## src/rtl/pipe_pkg.sv

```systemverilog
// pipe_pkg -- shared definitions for the ID->EX pipeline stage.
//   CTRL_W           width of the decoded control bundle
//   CTRL_* indices   bit position of each control field inside the bundle
//   ctrl_t           packed view of the control bundle (MSB first)
//   ID_EX_CTRL_NOP   control value carried by a bubble (nothing written)
//   skid_state_e     occupancy states of the optional skid buffer
package pipe_pkg;

  localparam int CTRL_W = 7;

  localparam int CTRL_ALUSRC   = 0;
  localparam int CTRL_MEMTOREG = 1;
  localparam int CTRL_MEMREAD  = 2;
  localparam int CTRL_MEMWRITE = 3;
  localparam int CTRL_REGWRITE = 4;
  localparam int CTRL_ALUOP    = 5;  // two bits: [6:5]

  typedef struct packed {
    logic [1:0] alu_op;
    logic       reg_write;
    logic       mem_write;
    logic       mem_read;
    logic       mem_to_reg;
    logic       alu_src;
  } ctrl_t;

  localparam ctrl_t ID_EX_CTRL_NOP = '0;

  typedef enum logic [1:0] {
    SKID_EMPTY = 2'd0,  // nothing held
    SKID_ONE   = 2'd1,  // main slot valid
    SKID_FULL  = 2'd2   // main and skid slots valid
  } skid_state_e;

endpackage

```

## src/rtl/id_ex_slot.sv

```systemverilog
// id_ex_slot -- one payload register with load enable plus its valid bit.
//   clk      stage clock, rising edge
//   rst_n    asynchronous active-low reset (payload and valid cleared)
//   load     capture d on the next rising edge
//   d        payload input (W bits)
//   valid_d  next value of the valid bit
//   q        registered payload
//   valid_q  registered valid bit
module id_ex_slot #(
  parameter int W = 8
) (
  input  logic         clk,
  input  logic         rst_n,
  input  logic         load,
  input  logic [W-1:0] d,
  input  logic         valid_d,
  output logic [W-1:0] q,
  output logic         valid_q
);

  logic [W-1:0] data_q, data_d;
  logic         vld_q;

  always_comb begin
    data_d = data_q;
    if (load) data_d = d;
  end

  always_ff @(posedge clk or negedge rst_n) begin
    if (!rst_n) begin
      data_q <= '0;
      vld_q  <= 1'b0;
    end else begin
      data_q <= data_d;
      vld_q  <= valid_d;
    end
  end

  assign q       = data_q;
  assign valid_q = vld_q;

endmodule

```

## src/rtl/id_ex_stage.sv

```systemverilog
// id_ex_stage -- ID->EX pipeline register with valid/ready handshake,
// stall, flush and a saturating bubble-cycle counter.
//   clk, rst_n                 clock / asynchronous active-low reset
//   in_valid, in_ready         decode-side handshake
//   in_ctrl .. in_rd           control bundle and payload from decode
//   flush                      drop stage contents and any input this cycle
//   out_valid, out_ready       EX-side handshake (out_ready=0 stalls)
//   out_ctrl .. out_rd         registered control/payload; out_ctrl is zero
//                              whenever out_valid is low
//   bubble_cnt                 cycles with out_valid low, saturating
// Build option: define ID_EX_SKID_EN for a two-entry skid buffer whose
// in_ready is a flop output (breaks the out_ready -> in_ready path).
// Without it a single register is used and in_ready is combinational.
module id_ex_stage
  import pipe_pkg::*;
#(
  parameter int XLEN   = 32,
  parameter int RA_W   = 5,
  parameter int CTRL_W = pipe_pkg::CTRL_W,
  parameter int CNT_W  = 16
) (
  input  logic              clk,
  input  logic              rst_n,
  input  logic              in_valid,
  output logic              in_ready,
  input  logic [CTRL_W-1:0] in_ctrl,
  input  logic [XLEN-1:0]   in_rs1_val,
  input  logic [XLEN-1:0]   in_rs2_val,
  input  logic [XLEN-1:0]   in_imm,
  input  logic [XLEN-1:0]   in_instr,
  input  logic [RA_W-1:0]   in_rs1,
  input  logic [RA_W-1:0]   in_rs2,
  input  logic [RA_W-1:0]   in_rd,
  input  logic              flush,
  output logic              out_valid,
  input  logic              out_ready,
  output logic [CTRL_W-1:0] out_ctrl,
  output logic [XLEN-1:0]   out_rs1_val,
  output logic [XLEN-1:0]   out_rs2_val,
  output logic [XLEN-1:0]   out_imm,
  output logic [XLEN-1:0]   out_instr,
  output logic [RA_W-1:0]   out_rs1,
  output logic [RA_W-1:0]   out_rs2,
  output logic [RA_W-1:0]   out_rd,
  output logic [CNT_W-1:0]  bubble_cnt
);

  localparam int PW = CTRL_W + 4 * XLEN + 3 * RA_W;

  logic [PW-1:0]     in_pay;
  logic [PW-1:0]     main_q;
  logic              main_valid;
  logic              accept;
  logic              rel;
  logic [CTRL_W-1:0] ctrl_raw;

  assign in_pay = {in_ctrl, in_rs1_val, in_rs2_val, in_imm, in_instr,
                   in_rs1, in_rs2, in_rd};

`ifdef ID_EX_SKID_EN
  skid_state_e   state_q, state_d;
  logic          main_load, skid_load, skid_valid;
  logic [PW-1:0] main_d, skid_q;

  // The skid slot being occupied is the only thing that blocks input, so
  // its registered valid bit is in_ready directly.
  assign in_ready = !skid_valid;
  assign accept   = in_valid && in_ready && !flush;
  assign rel      = main_valid && out_ready;

  always_comb begin
    state_d   = state_q;
    main_load = 1'b0;
    skid_load = 1'b0;
    main_d    = in_pay;
    if (flush) begin
      state_d = SKID_EMPTY;
    end else begin
      case (state_q)
        SKID_EMPTY: begin
          if (accept) begin
            state_d   = SKID_ONE;
            main_load = 1'b1;
          end
        end
        SKID_ONE: begin
          if (accept && rel) begin
            main_load = 1'b1;
          end else if (accept) begin
            // EX stalled: park the new entry behind the main one
            state_d   = SKID_FULL;
            skid_load = 1'b1;
          end else if (rel) begin
            state_d = SKID_EMPTY;
          end
        end
        SKID_FULL: begin
          if (rel) begin
            state_d   = SKID_ONE;
            main_load = 1'b1;
            main_d    = skid_q;  // older entry advances, FIFO order kept
          end
        end
        default: state_d = SKID_EMPTY;
      endcase
    end
  end

  always_ff @(posedge clk or negedge rst_n) begin
    if (!rst_n) state_q <= SKID_EMPTY;
    else        state_q <= state_d;
  end

  id_ex_slot #(.W(PW)) u_main (
    .clk     (clk),
    .rst_n   (rst_n),
    .load    (main_load),
    .d       (main_d),
    .valid_d (state_d != SKID_EMPTY),
    .q       (main_q),
    .valid_q (main_valid)
  );

  id_ex_slot #(.W(PW)) u_skid (
    .clk     (clk),
    .rst_n   (rst_n),
    .load    (skid_load),
    .d       (in_pay),
    .valid_d (state_d == SKID_FULL),
    .q       (skid_q),
    .valid_q (skid_valid)
  );
`else
  logic main_valid_d;

  assign in_ready = !main_valid || out_ready;
  assign accept   = in_valid && in_ready && !flush;
  assign rel      = main_valid && out_ready;

  always_comb begin
    main_valid_d = main_valid;
    if (flush)       main_valid_d = 1'b0;
    else if (accept) main_valid_d = 1'b1;
    else if (rel)    main_valid_d = 1'b0;
  end

  id_ex_slot #(.W(PW)) u_main (
    .clk     (clk),
    .rst_n   (rst_n),
    .load    (accept),
    .d       (in_pay),
    .valid_d (main_valid_d),
    .q       (main_q),
    .valid_q (main_valid)
  );
`endif

  assign {ctrl_raw, out_rs1_val, out_rs2_val, out_imm, out_instr,
          out_rs1, out_rs2, out_rd} = main_q;

  // Data fields of a bubble keep their old value; only control is squashed
  // so a bubble can never write the register file or memory.
  assign out_valid = main_valid;
  assign out_ctrl  = main_valid ? ctrl_raw : CTRL_W'(ID_EX_CTRL_NOP);

  logic [CNT_W-1:0] bubble_cnt_q, bubble_cnt_d;

  always_comb begin
    bubble_cnt_d = bubble_cnt_q;
    if (!main_valid && (bubble_cnt_q != '1)) bubble_cnt_d = bubble_cnt_q + 1'b1;
  end

  always_ff @(posedge clk or negedge rst_n) begin
    if (!rst_n) bubble_cnt_q <= '0;
    else        bubble_cnt_q <= bubble_cnt_d;
  end

  assign bubble_cnt = bubble_cnt_q;

endmodule

```

## config.mk

```make
export PLATFORM = sky130hd
export DESIGN_NAME = id_ex_stage
export DESIGN_NICKNAME = d
export VERILOG_FILES = /design/src/rtl/pipe_pkg.sv /design/src/rtl/id_ex_slot.sv /design/src/rtl/id_ex_stage.sv
export SDC_FILE = /design/constraint.sdc
export NUM_CORES = 1
export LEC_CHECK = 0
export ABC_AREA = 1
export CAP_MARGIN = 20
export CELL_PAD_IN_SITES_DETAIL_PLACEMENT = 0
export CELL_PAD_IN_SITES_GLOBAL_PLACEMENT = 1
export CORE_MARGIN = 4
export CORE_UTILIZATION = 34
export CTS_CLUSTER_DIAMETER = 150
export CTS_CLUSTER_SIZE = 20
export DETAILED_ROUTE_END_ITERATION = 8
export PLACE_DENSITY = 0.84
export SLEW_MARGIN = 20
export SYNTH_ARGS = -nofsm -noshare
export SYNTH_HDL_FRONTEND = slang
export SYNTH_SLANG_ARGS = --single-unit
```

## constraint.sdc

```tcl
create_clock -name clk -period 2.5 [get_ports clk]
set_input_delay 0.375 -clock clk [delete_from_list [all_inputs] [get_ports clk]]
set_output_delay 0.375 -clock clk [all_outputs]
set_load 0.02 [all_outputs]
```

==> metrics <==
failing checks negative hold slack; dpl hpwl 15.7 mm; antenna violations before repair 2; H-tree lvl count 4; asr flop ratio synth 100%; Critical Path RT 2.12 ns; GRT Util Overall 16.9%; endpoints failing hold 5; number of synthesized flops with an enable pin 0; # fillers 2295; routed wire length per instance 15.7 um; register area share after synthesis 51.6%; ANT cells 0; CP Class flip-flop to output port; yosys warns 0; PnR worst setup slack 0.259 ns; maximum capacitance violations 0; first-pass GRT wire length 35.9 mm; Place WS 0.498 ns; Fin Hold WS -0.00418 ns; num ports 323; HP Class input pin to asynchronous set/reset pin; 1st-iter DRT viols 363; final setup fails 0; Initial Util 34.5%; Fmax 446 MHz; Setup TNS Final 0 ns; clk_lat worst skew 0.42 ns; die area 0.0263 mm2; final WL 22.8 mm; Setup Skew 0.00709 ns; Synth cell types 21; drt pass-1 iters 4; Port Buf Inserts 322; largest net degree at the start of global routing 111; Post-Syn Area 0.00809 mm2; Post-DRT Antenna Nets 0; leading area contributor after synthesis dfrtp_1; CP Data Arrival Time 1.87 ns; Max Slew Vio Count 0; Critical Path Start Type flip-flop; Synth top area share 51.6%; layout cells sized above 1 4.67%; CP endpoint kind output port; RSZ-0062 raised after global routing false; GR Overflow Total 0; Rows 56; ys flop type dfrtp_1; CTS clk-pin slew, worst paths 0.07 ns; worst-path maximum fanout 6; Tightest Pin Transition 0.728 ns; total leakage power 5.34 nW; Syn Area/Cell 8.45 um2; Slew Limit Headroom 51.4%; Max VDD drop 0.000353 V; top area cells in the synthesized netlist dfrtp_1, nand2_1, buf_4; DRC 0; vias in the first global route 6418; synth-to-layout area growth 37.1%; post-CTS resize count 0; maximum root-to-sink buffer count 2; clock sinks 167; total CTS buffers 17; die span in x 162 um; outcome complete, but fails checks; Net Count, Synth 1114; Cells after Synth 958; Via density 4.51; Root Buffer Master clkbuf_16; Post-CTS Setup Bufs 0; Final Net Count 1277; Final min period 2.24 ns; Cell Pwr Density 737 mW/mm2; Hold Buf Count CTS 0; core area 0.0235 mm2; die height 162 um; CTS tree done; Tcrit/Tclk final 89.6%; Via Count 6555; synthesis-stage register bit count 167; global placer's final weighted congestion 0.793; fin util 47.3%
-- final cells by class --
type	count	area [um2]	share of cell area [%]
clock buffers	19	433	3.90
inverters	22	82.6	0.744
flip-flops and latches	167	4180	37.7
repair buffers	337	3420	30.9
well taps	319	399	3.60
clock inverters	13	115	1.04
multi-input cells	576	2460	22.2
-- final timing paths --
| check | start | endpoint | slack [ns] | depth (start not counted) |
|---|---|---|---|---|
| max in group asynchronous | rst_n | bubble_cnt[7] | 1.83 | 2 |
| worst max-delay path | u_main.valid_q | in_ready | 0.26 | 3 |
| min in group clk | u_main.q[83] | u_main.q[83] | 0.47 | 2 |
| worst max register to register | bubble_cnt[0] | bubble_cnt[5] | 0.72 | 7 |
| worst min register to register | u_main.q[83] | u_main.q[83] | 0.47 | 2 |
| worst min-delay path | rst_n | u_main.q[100] | -0.004 | 1 |
-- registers in the layout (all words and copies together), names as in the netlist --
signal          count
u_main.q          150
u_main.valid_q      1
bubble_cnt         16
-- through the flow --
| step | area [um2] | std cells | total power [W] |
|---|---|---|---|
| 2_1_floorplan | 8090 | 958 | 0.00490 |
| 3_3_place_gp | 10500 | 1421 | 0.00570 |
| 3_5_place_dp | 10500 | 1421 | 0.00574 |
| 4_1_cts | 11100 | 1453 | 0.00831 |
| 5_1_grt | 11100 | 1453 | 0.00861 |
| 6_report | 11100 | 1453 | 0.00817 |
-- report_power, final --
part	internal [W]	switching, W	leakage [nW]	total [W]
clock network	0.00131	0.00121	0.259	0.00251
registers	0.00310	0.000265	2.09	0.00337
logic	0.00111	0.00119	2.99	0.00229
-- kinds of logic (layout without fill, tap and decap cells) --
kind of cell	count (synthesis)	in the layout	synth area share, %
XOR/XNOR	3	3	0.325
AND/OR/NAND/NOR	571	571	29.8
flip-flops	167	167	51.6
adder cells (fa/ha/maj)	1	1	0.155
buffers and inverters	215	391	18.1
AO/OA/AOI/OAI	1	1	0.0618
-- per-layer routing --
| metal | global-route usage, % | wire length [um] | vias up |
|---|---|---|---|
| li1 | - | - | 3197 |
| met1 | 21.8 | 9630 | 3080 |
| met2 | 27.2 | 10900 | 235 |
| met3 | 5.28 | 1670 | 39 |
| met4 | 5.57 | 580 | 4 |
| met5 | 0 | 27 | - |
-- synth_stat cells (2+ instances only) --
cell,count
buf_4,145
nand4_2,2
xor2_1,2
nor2_1,16
dfrtp_1,167
inv_1,21
buf_6,11
nand2_1,381
nand3b_1,7
nand4_1,4
nand3_1,157
buf_1,4
clkbuf_1,10
nor2_2,2
buf_2,23
-- layout by cell type, fill, tap and decap left out --
cell type,synthesis,routed
clkinv_4,0,4
clkinvlp_4,0,3
dfrtp_1,167,167
nand3_1,157,157
xor2_1,2,2
nand2_4,1,1
nor2_1,16,16
buf_12,0,7
inv_6,0,4
clkbuf_1,10,2
nor2_4,0,1
or2_4,0,1
nand3b_1,7,7
nand4_2,2,2
clkbuf_16,0,17
a21oi_1,1,1
buf_6,11,1
nand2_1,381,381
ha_1,1,1
inv_2,1,1
inv_1,21,21
nor2_2,2,1
clkdlybuf4s50_1,0,321
nand4_1,4,4
xnor2_1,1,1
buf_4,145,8
inv_8,0,2
-- critical path: stages (launching register included) --
cell	delay (ns)
dfrtp_1	0.50
inv_2	0.11
or2_4	0.28
clkdlybuf4s50_1	0.55
Note: power is estimated with default switching activity, not from simulation.
